===== config.mk =====
export PLATFORM = sky130hd
export DESIGN_NAME = dmem_access_unit
export DESIGN_NICKNAME = d
export VERILOG_FILES = /design/src/rtl/dmem_access_unit.sv
export SDC_FILE = /design/constraint.sdc
export NUM_CORES = 2
export LEC_CHECK = 0
export CAP_MARGIN = 40
export CORE_MARGIN = 1.5
export CORE_UTILIZATION = 30
export DETAILED_ROUTE_END_ITERATION = 10
export SYNTH_ARGS = -nofsm -noshare
export SYNTH_HDL_FRONTEND = slang
export SYNTH_SLANG_ARGS = --single-unit
export TNS_END_PERCENT = 1

===== constraint.sdc =====
create_clock -name clk -period 4.8 [get_ports clk]
set_input_delay 0.48 -clock clk [delete_from_list [all_inputs] [get_ports clk]]
set_output_delay 0.48 -clock clk [all_outputs]
set_load 0.01 [all_outputs]

===== src/rtl/dmem_access_unit.sv =====
// Multicycle data-memory access unit: one load/store per handshake, programmable
// commit latency, byte-lane store masking and load extraction/extension.
module dmem_access_unit #(
    parameter int unsigned DEPTH_DW = 32,
    parameter int unsigned LATENCY  = 1
) (
    input  logic        clk,
    input  logic        reset,
    input  logic        req_valid,
    output logic        req_ready,
    input  logic        req_we,
    input  logic [2:0]  req_funct3,
    input  logic [63:0] req_addr,
    input  logic [63:0] req_wdata,
    output logic        rsp_valid,
    output logic [63:0] rsp_rdata,
    output logic        rsp_err
);

    localparam int unsigned IDX_W = (DEPTH_DW > 1) ? $clog2(DEPTH_DW) : 1;

    typedef enum logic [1:0] {IDLE, WAIT, RESP} state_e;

    state_e      state_q, state_d;
    logic [3:0]  cnt_q, cnt_d;
    logic        we_q, we_d;
    logic [2:0]  funct3_q, funct3_d;
    logic [63:0] addr_q, addr_d;
    logic [63:0] wdata_q, wdata_d;
    logic [63:0] rdata_q, rdata_d;
    logic        err_q, err_d;

    // NOTE: the array is deliberately left out of reset; only its time-0 contents are defined.
    logic [63:0] mem_q [DEPTH_DW] = '{default: 64'h0};

    // With LATENCY=0 the commit happens on the accept edge, so the live request is used.
    logic        cur_we;
    logic [2:0]  cur_funct3;
    logic [63:0] cur_addr;
    logic [63:0] cur_wdata;
    logic        commit;

    always_comb begin
        if (state_q == IDLE) begin
            cur_we     = req_we;
            cur_funct3 = req_funct3;
            cur_addr   = req_addr;
            cur_wdata  = req_wdata;
        end else begin
            cur_we     = we_q;
            cur_funct3 = funct3_q;
            cur_addr   = addr_q;
            cur_wdata  = wdata_q;
        end
    end

    logic [2:0]       lane;
    logic [IDX_W-1:0] idx;
    logic             illegal, misalign, out_of_range, fault;
    logic [63:0]      rd_shifted, load_val, wdata_sh;
    logic [7:0]       size_mask, byte_en;

    assign lane = cur_addr[2:0];
    assign idx  = cur_addr[IDX_W+2:3];

    always_comb begin
        illegal      = cur_we ? cur_funct3[2] : (cur_funct3 == 3'b111);
        out_of_range = cur_addr[63:3] >= 61'(DEPTH_DW);
        case (cur_funct3[1:0])
            2'd0:    begin misalign = 1'b0;            size_mask = 8'h01; end
            2'd1:    begin misalign = cur_addr[0];     size_mask = 8'h03; end
            2'd2:    begin misalign = |cur_addr[1:0];  size_mask = 8'h0f; end
            default: begin misalign = |cur_addr[2:0];  size_mask = 8'hff; end
        endcase
        fault = illegal | misalign | out_of_range;
    end

    always_comb begin
        rd_shifted = mem_q[idx] >> {lane, 3'b000};
        case (cur_funct3)
            3'b000:  load_val = {{56{rd_shifted[7]}},  rd_shifted[7:0]};
            3'b001:  load_val = {{48{rd_shifted[15]}}, rd_shifted[15:0]};
            3'b010:  load_val = {{32{rd_shifted[31]}}, rd_shifted[31:0]};
            3'b100:  load_val = {56'h0, rd_shifted[7:0]};
            3'b101:  load_val = {48'h0, rd_shifted[15:0]};
            3'b110:  load_val = {32'h0, rd_shifted[31:0]};
            default: load_val = rd_shifted;
        endcase
        byte_en  = size_mask << lane;
        wdata_sh = cur_wdata << {lane, 3'b000};
    end

    // NOTE: every always_comb output gets a default first so no path can infer a latch.
    always_comb begin
        state_d  = state_q;
        cnt_d    = cnt_q;
        we_d     = we_q;
        funct3_d = funct3_q;
        addr_d   = addr_q;
        wdata_d  = wdata_q;
        rdata_d  = rdata_q;
        err_d    = err_q;
        commit   = 1'b0;
        case (state_q)
            IDLE: begin
                if (req_valid) begin
                    we_d     = req_we;
                    funct3_d = req_funct3;
                    addr_d   = req_addr;
                    wdata_d  = req_wdata;
                    if (LATENCY == 0) begin
                        commit  = 1'b1;
                        state_d = RESP;
                    end else begin
                        cnt_d   = 4'(LATENCY);
                        state_d = WAIT;
                    end
                end
            end
            WAIT: begin
                cnt_d = cnt_q - 4'd1;
                if (cnt_q == 4'd1) begin
                    commit  = 1'b1;
                    state_d = RESP;
                end
            end
            RESP:    state_d = IDLE;
            default: state_d = IDLE;
        endcase
        if (commit) begin
            rdata_d = (!cur_we && !fault) ? load_val : 64'h0;
            err_d   = fault;
        end
    end

    // NOTE: sequential state uses non-blocking assignments so all flops update together.
    always_ff @(posedge clk) begin
        if (reset) begin
            state_q  <= IDLE;
            cnt_q    <= 4'd0;
            we_q     <= 1'b0;
            funct3_q <= 3'd0;
            addr_q   <= 64'h0;
            wdata_q  <= 64'h0;
            rdata_q  <= 64'h0;
            err_q    <= 1'b0;
        end else begin
            state_q  <= state_d;
            cnt_q    <= cnt_d;
            we_q     <= we_d;
            funct3_q <= funct3_d;
            addr_q   <= addr_d;
            wdata_q  <= wdata_d;
            rdata_q  <= rdata_d;
            err_q    <= err_d;
        end
    end

    // A store whose commit edge meets reset is dropped.
    always_ff @(posedge clk) begin
        if (!reset && commit && cur_we && !fault) begin
            for (int b = 0; b < 8; b++) begin
                if (byte_en[b]) mem_q[idx][b*8 +: 8] <= wdata_sh[b*8 +: 8];
            end
        end
    end

    assign req_ready = (state_q == IDLE);
    assign rsp_valid = (state_q == RESP);
    assign rsp_rdata = rdata_q;
    assign rsp_err   = err_q;

endmodule


==> summary.txt <==
STA
  – RSZ-0062 raised after global routing: false
  – Fin. Hold Viols: 0
  – Crit path time final: 4750 ps
  – Setup ws final: 47.4 ps
  – Final worst-path cycle share: 99.0%
  – Final setup vio count: 0
  – Worst Tran Pin Value: 1070 ps
  – Max-Slew Margin vs Limit: 28.3%
  – Max Clk Rate: 210 MHz
  – Final setup skew: 46.4 ps
  – Final Slew Violations: 0

Worst setup path
  – Crit-path leading delay family: compound AO/OA/AOI/OAI gates
  – Critical path required time: 5600 ps
  – R2R Path Start: state_q[1]$_SDFFE_PP0P_
  – Crit-path cells: or2_4 -> buf_12 -> mux2_8 -> buf_12 -> buf_4 -> o22ai_1 -> o21ai_0 -> nand4_1 -> nor2_1 -> buf_4 -> mux2i_1 -> a211oi_1 -> a21oi_1 -> o21ai_0
  – Slowest CP cell: mux2_8
  – WP depth: 14
  – Crit. End Element: flop
  – Crit path buffers/inverters: 4
  – CP startpoint kind: flop
  – CP Data Arrival Time: 5560 ps
  – Slowest stage delay, CP: 570 ps
  – WS Path Type: flop to flop
  – Max FO, Critical Path: 51
  – Worst reg-to-reg path cell count: 14
  – Critical Path Start: state_q[1]$_SDFFE_PP0P_

Cells and area
  – Fraction of layout cells with a size suffix above 1: 16.0%
  – Synth-to-layout area growth: 21.3%
  – Utilization after layout: 36.6%
  – Fill count: 26,800
  – NumNets Final: 6,819

Synth
  – Post-synth EDFFs: 2,048
  – Synth unique cells: 64
  – Syn Nets: 6,193
  – Synthesized flop and latch total: 2,251
  – Post-synth top area share: 71.6%
  – Synth area leader: edfxtp_1
  – Top-count cell post-synth: edfxtp_1
  – Ys Warns: 0
  – Seq/Total Area, Yosys: 76.3%
  – Synth Cell Area: 85,900 µm²
  – Main flop type after synthesis: edfxtp_1
  – Synth Instances: 6,056
  – Post-synth top cells: edfxtp_1 (2,048), o22ai_1 (1,045), o21ai_0 (528)
  – Top cells by area, synth: edfxtp_1 (72%), o22ai_1 (7.6%), dfxtp_1 (4.7%), o21ai_0 (3.1%), nand2_1 (1.9%)
  – Asr flop ratio synth: 0%
  – Syn_area_per_cell: 14.2 µm²

Place
  – DPL Wire Length: 199,000 µm
  – Dpl ws: -157 ps
  – Port buffer count: 201
  – Routability Congestion: 0.959

Power
  – Pwr Density: 437 nW/µm²
  – Peak supply drop: 0.000311 V
  – Pleak: 0.0333 µW
  – Post-layout total power: 45,500 µW

Clock tree
  – Post-cts resize count: 0
  – CTS clk-pin slew, worst paths: 70 ps
  – Post-CTS Setup Bufs: 0
  – Clk Latency, worst-skew pair: 880 ps
  – Hold buffers post-CTS: 0
  – Clock tree sinks: 2,251
  – Clock root buffer: clkbuf_16
  – Clk buf depth: 3
  – CTS tree: done
  – Total CTS buffers: 217
  – Htree depth: 4

Drt
  – 1st-iter DRT viols: 8,139
  – Drt pass-1 iters: 6
  – Routed Antenna Nets: 0
  – DR WL/cell: 27.5 µm
  – DR vias: 59,200
  – Wirelength, routed: 293,000 µm
  – Vias per cell: 5.56
  – DRC violations left: 0

Worst hold path
  – HP Start: reset
  – Worst min-delay path class: input pin to flop
  – WHS Path Cells: 2

Die
  – Die ar.: 289,000 µm²
  – # IOs: 202
  – Rows: 196
  – Overall die width: 538 µm
  – Core footprint: 285,000 µm²
  – Die Ht: 538 µm
  – Initial core utilization: 30.1%

Job
  – Maxcap violations: 0

Global route
  – Largest net degree at the start of global routing: 111
  – Tot GR Track Use: 19.6%
  – Total grt overflow: 0
  – Initial antenna violation count: 19
  – Global-route wire length before repair: 411,000 µm
  – Vias in the first global route: 56,000

Status
  – Status: complete, no violations
## registers in the layout, indices dropped and copies added (netlist names)
name,cells
mem_q,2048
wdata_q,64
we_q,1
cnt_q,4
rsp_err,1
rsp_rdata,64
funct3_q,3
addr_q,64
state_q,2
## placed cells by master, fill, tap and decap left out, types with 8 or more instances in the layout
master,Yosys,routed
edfxtp_1,2048,2048
o22ai_1,1045,1030
buf_4,3,595
o21ai_0,528,526
nand2_1,435,431
nor2_1,404,383
a21oi_1,260,244
clkbuf_16,0,220
dfxtp_1,203,202
clkdlybuf4s50_1,0,199
nand4_1,132,132
mux2i_1,91,88
o21ai_1,78,78
a211oi_1,69,69
nor3_1,54,54
clkinv_1,1,53
buf_12,0,50
clkinv_2,0,43
clkbuf_1,340,36
mux2_2,27,27
a22oi_1,26,26
nor2b_1,33,25
nor4_1,25,25
bufinv_16,0,24
diode_2,0,17
a21oi_2,0,16
nor2_2,4,16
o22ai_2,0,15
nand3_1,15,15
and3_1,10,10
nand2b_1,10,10
or3_1,10,10
nor2_4,0,9
o31ai_1,9,9
a221oi_1,8,8
## power breakdown
group | switching, µW | internal (µW) | total, µW
combinational | 4390 | 1670 | 6070
clock | 7530 | 9740 | 17300
sequential | 61.3 | 22200 | 22200
## stage by stage
stage,area (µm²),setup TNS [ps],cells,hold WS [ps]
final,104000,0,10600,60.7
after global routing,104000,0,10600,41.2
after CTS,104000,0,10600,15.4
after detailed placement,97000,-1530,10200,442
after global placement,96600,-3240,10200,441
after floorplan,85900,0,6056,431
## layer usage
metal	track usage [%]	up-vias	wire length, µm
met5	0.428	-	236
met4	8.19	12	12600
met3	4.92	481	32200
met2	29.4	3402	130000
met1	26.8	30000	118000
li1	-	25300	-
## area by class of cell
cell class                      instances  area, µm²  share of cell area (%)
Antenna cell                           17       42.5                  0.0408
Multi-Input combinational cell       3344      18900                    18.2
Clock buffer                          258       5660                    5.43
Sequential cell                      2251      65600                    62.9
Inverter                                8       30.0                  0.0288
Clock inverter                        143       1510                    1.45
Tap cell                             3762       4710                    4.52
Timing Repair Buffer                  860       7750                    7.44
## worst paths after layout
kind	slack, ps	endpoint
max reg2reg	50	rsp_rdata[1]$_SDFFE_PP0P_
min	60	addr_q[19]$_SDFFE_PP0P_
min reg2reg	450	rsp_rdata[61]$_SDFFE_PP0P_
max	50	rsp_rdata[1]$_SDFFE_PP0P_
## cells by family after synthesis
| kind of cell | Yosys count | synth area share, % |
|---|---|---|
| AO/OA/AOI/OAI | 2072 | 14.2 |
| adder cells (fa/ha/maj) | 2 | 0.0291 |
| buffers and inverters | 461 | 2.13 |
| flip-flops | 2251 | 76.3 |
| multiplexers | 120 | 1.44 |
| AND/OR/NAND/NOR | 1150 | 5.88 |
(Power assumes the default switching activity.)
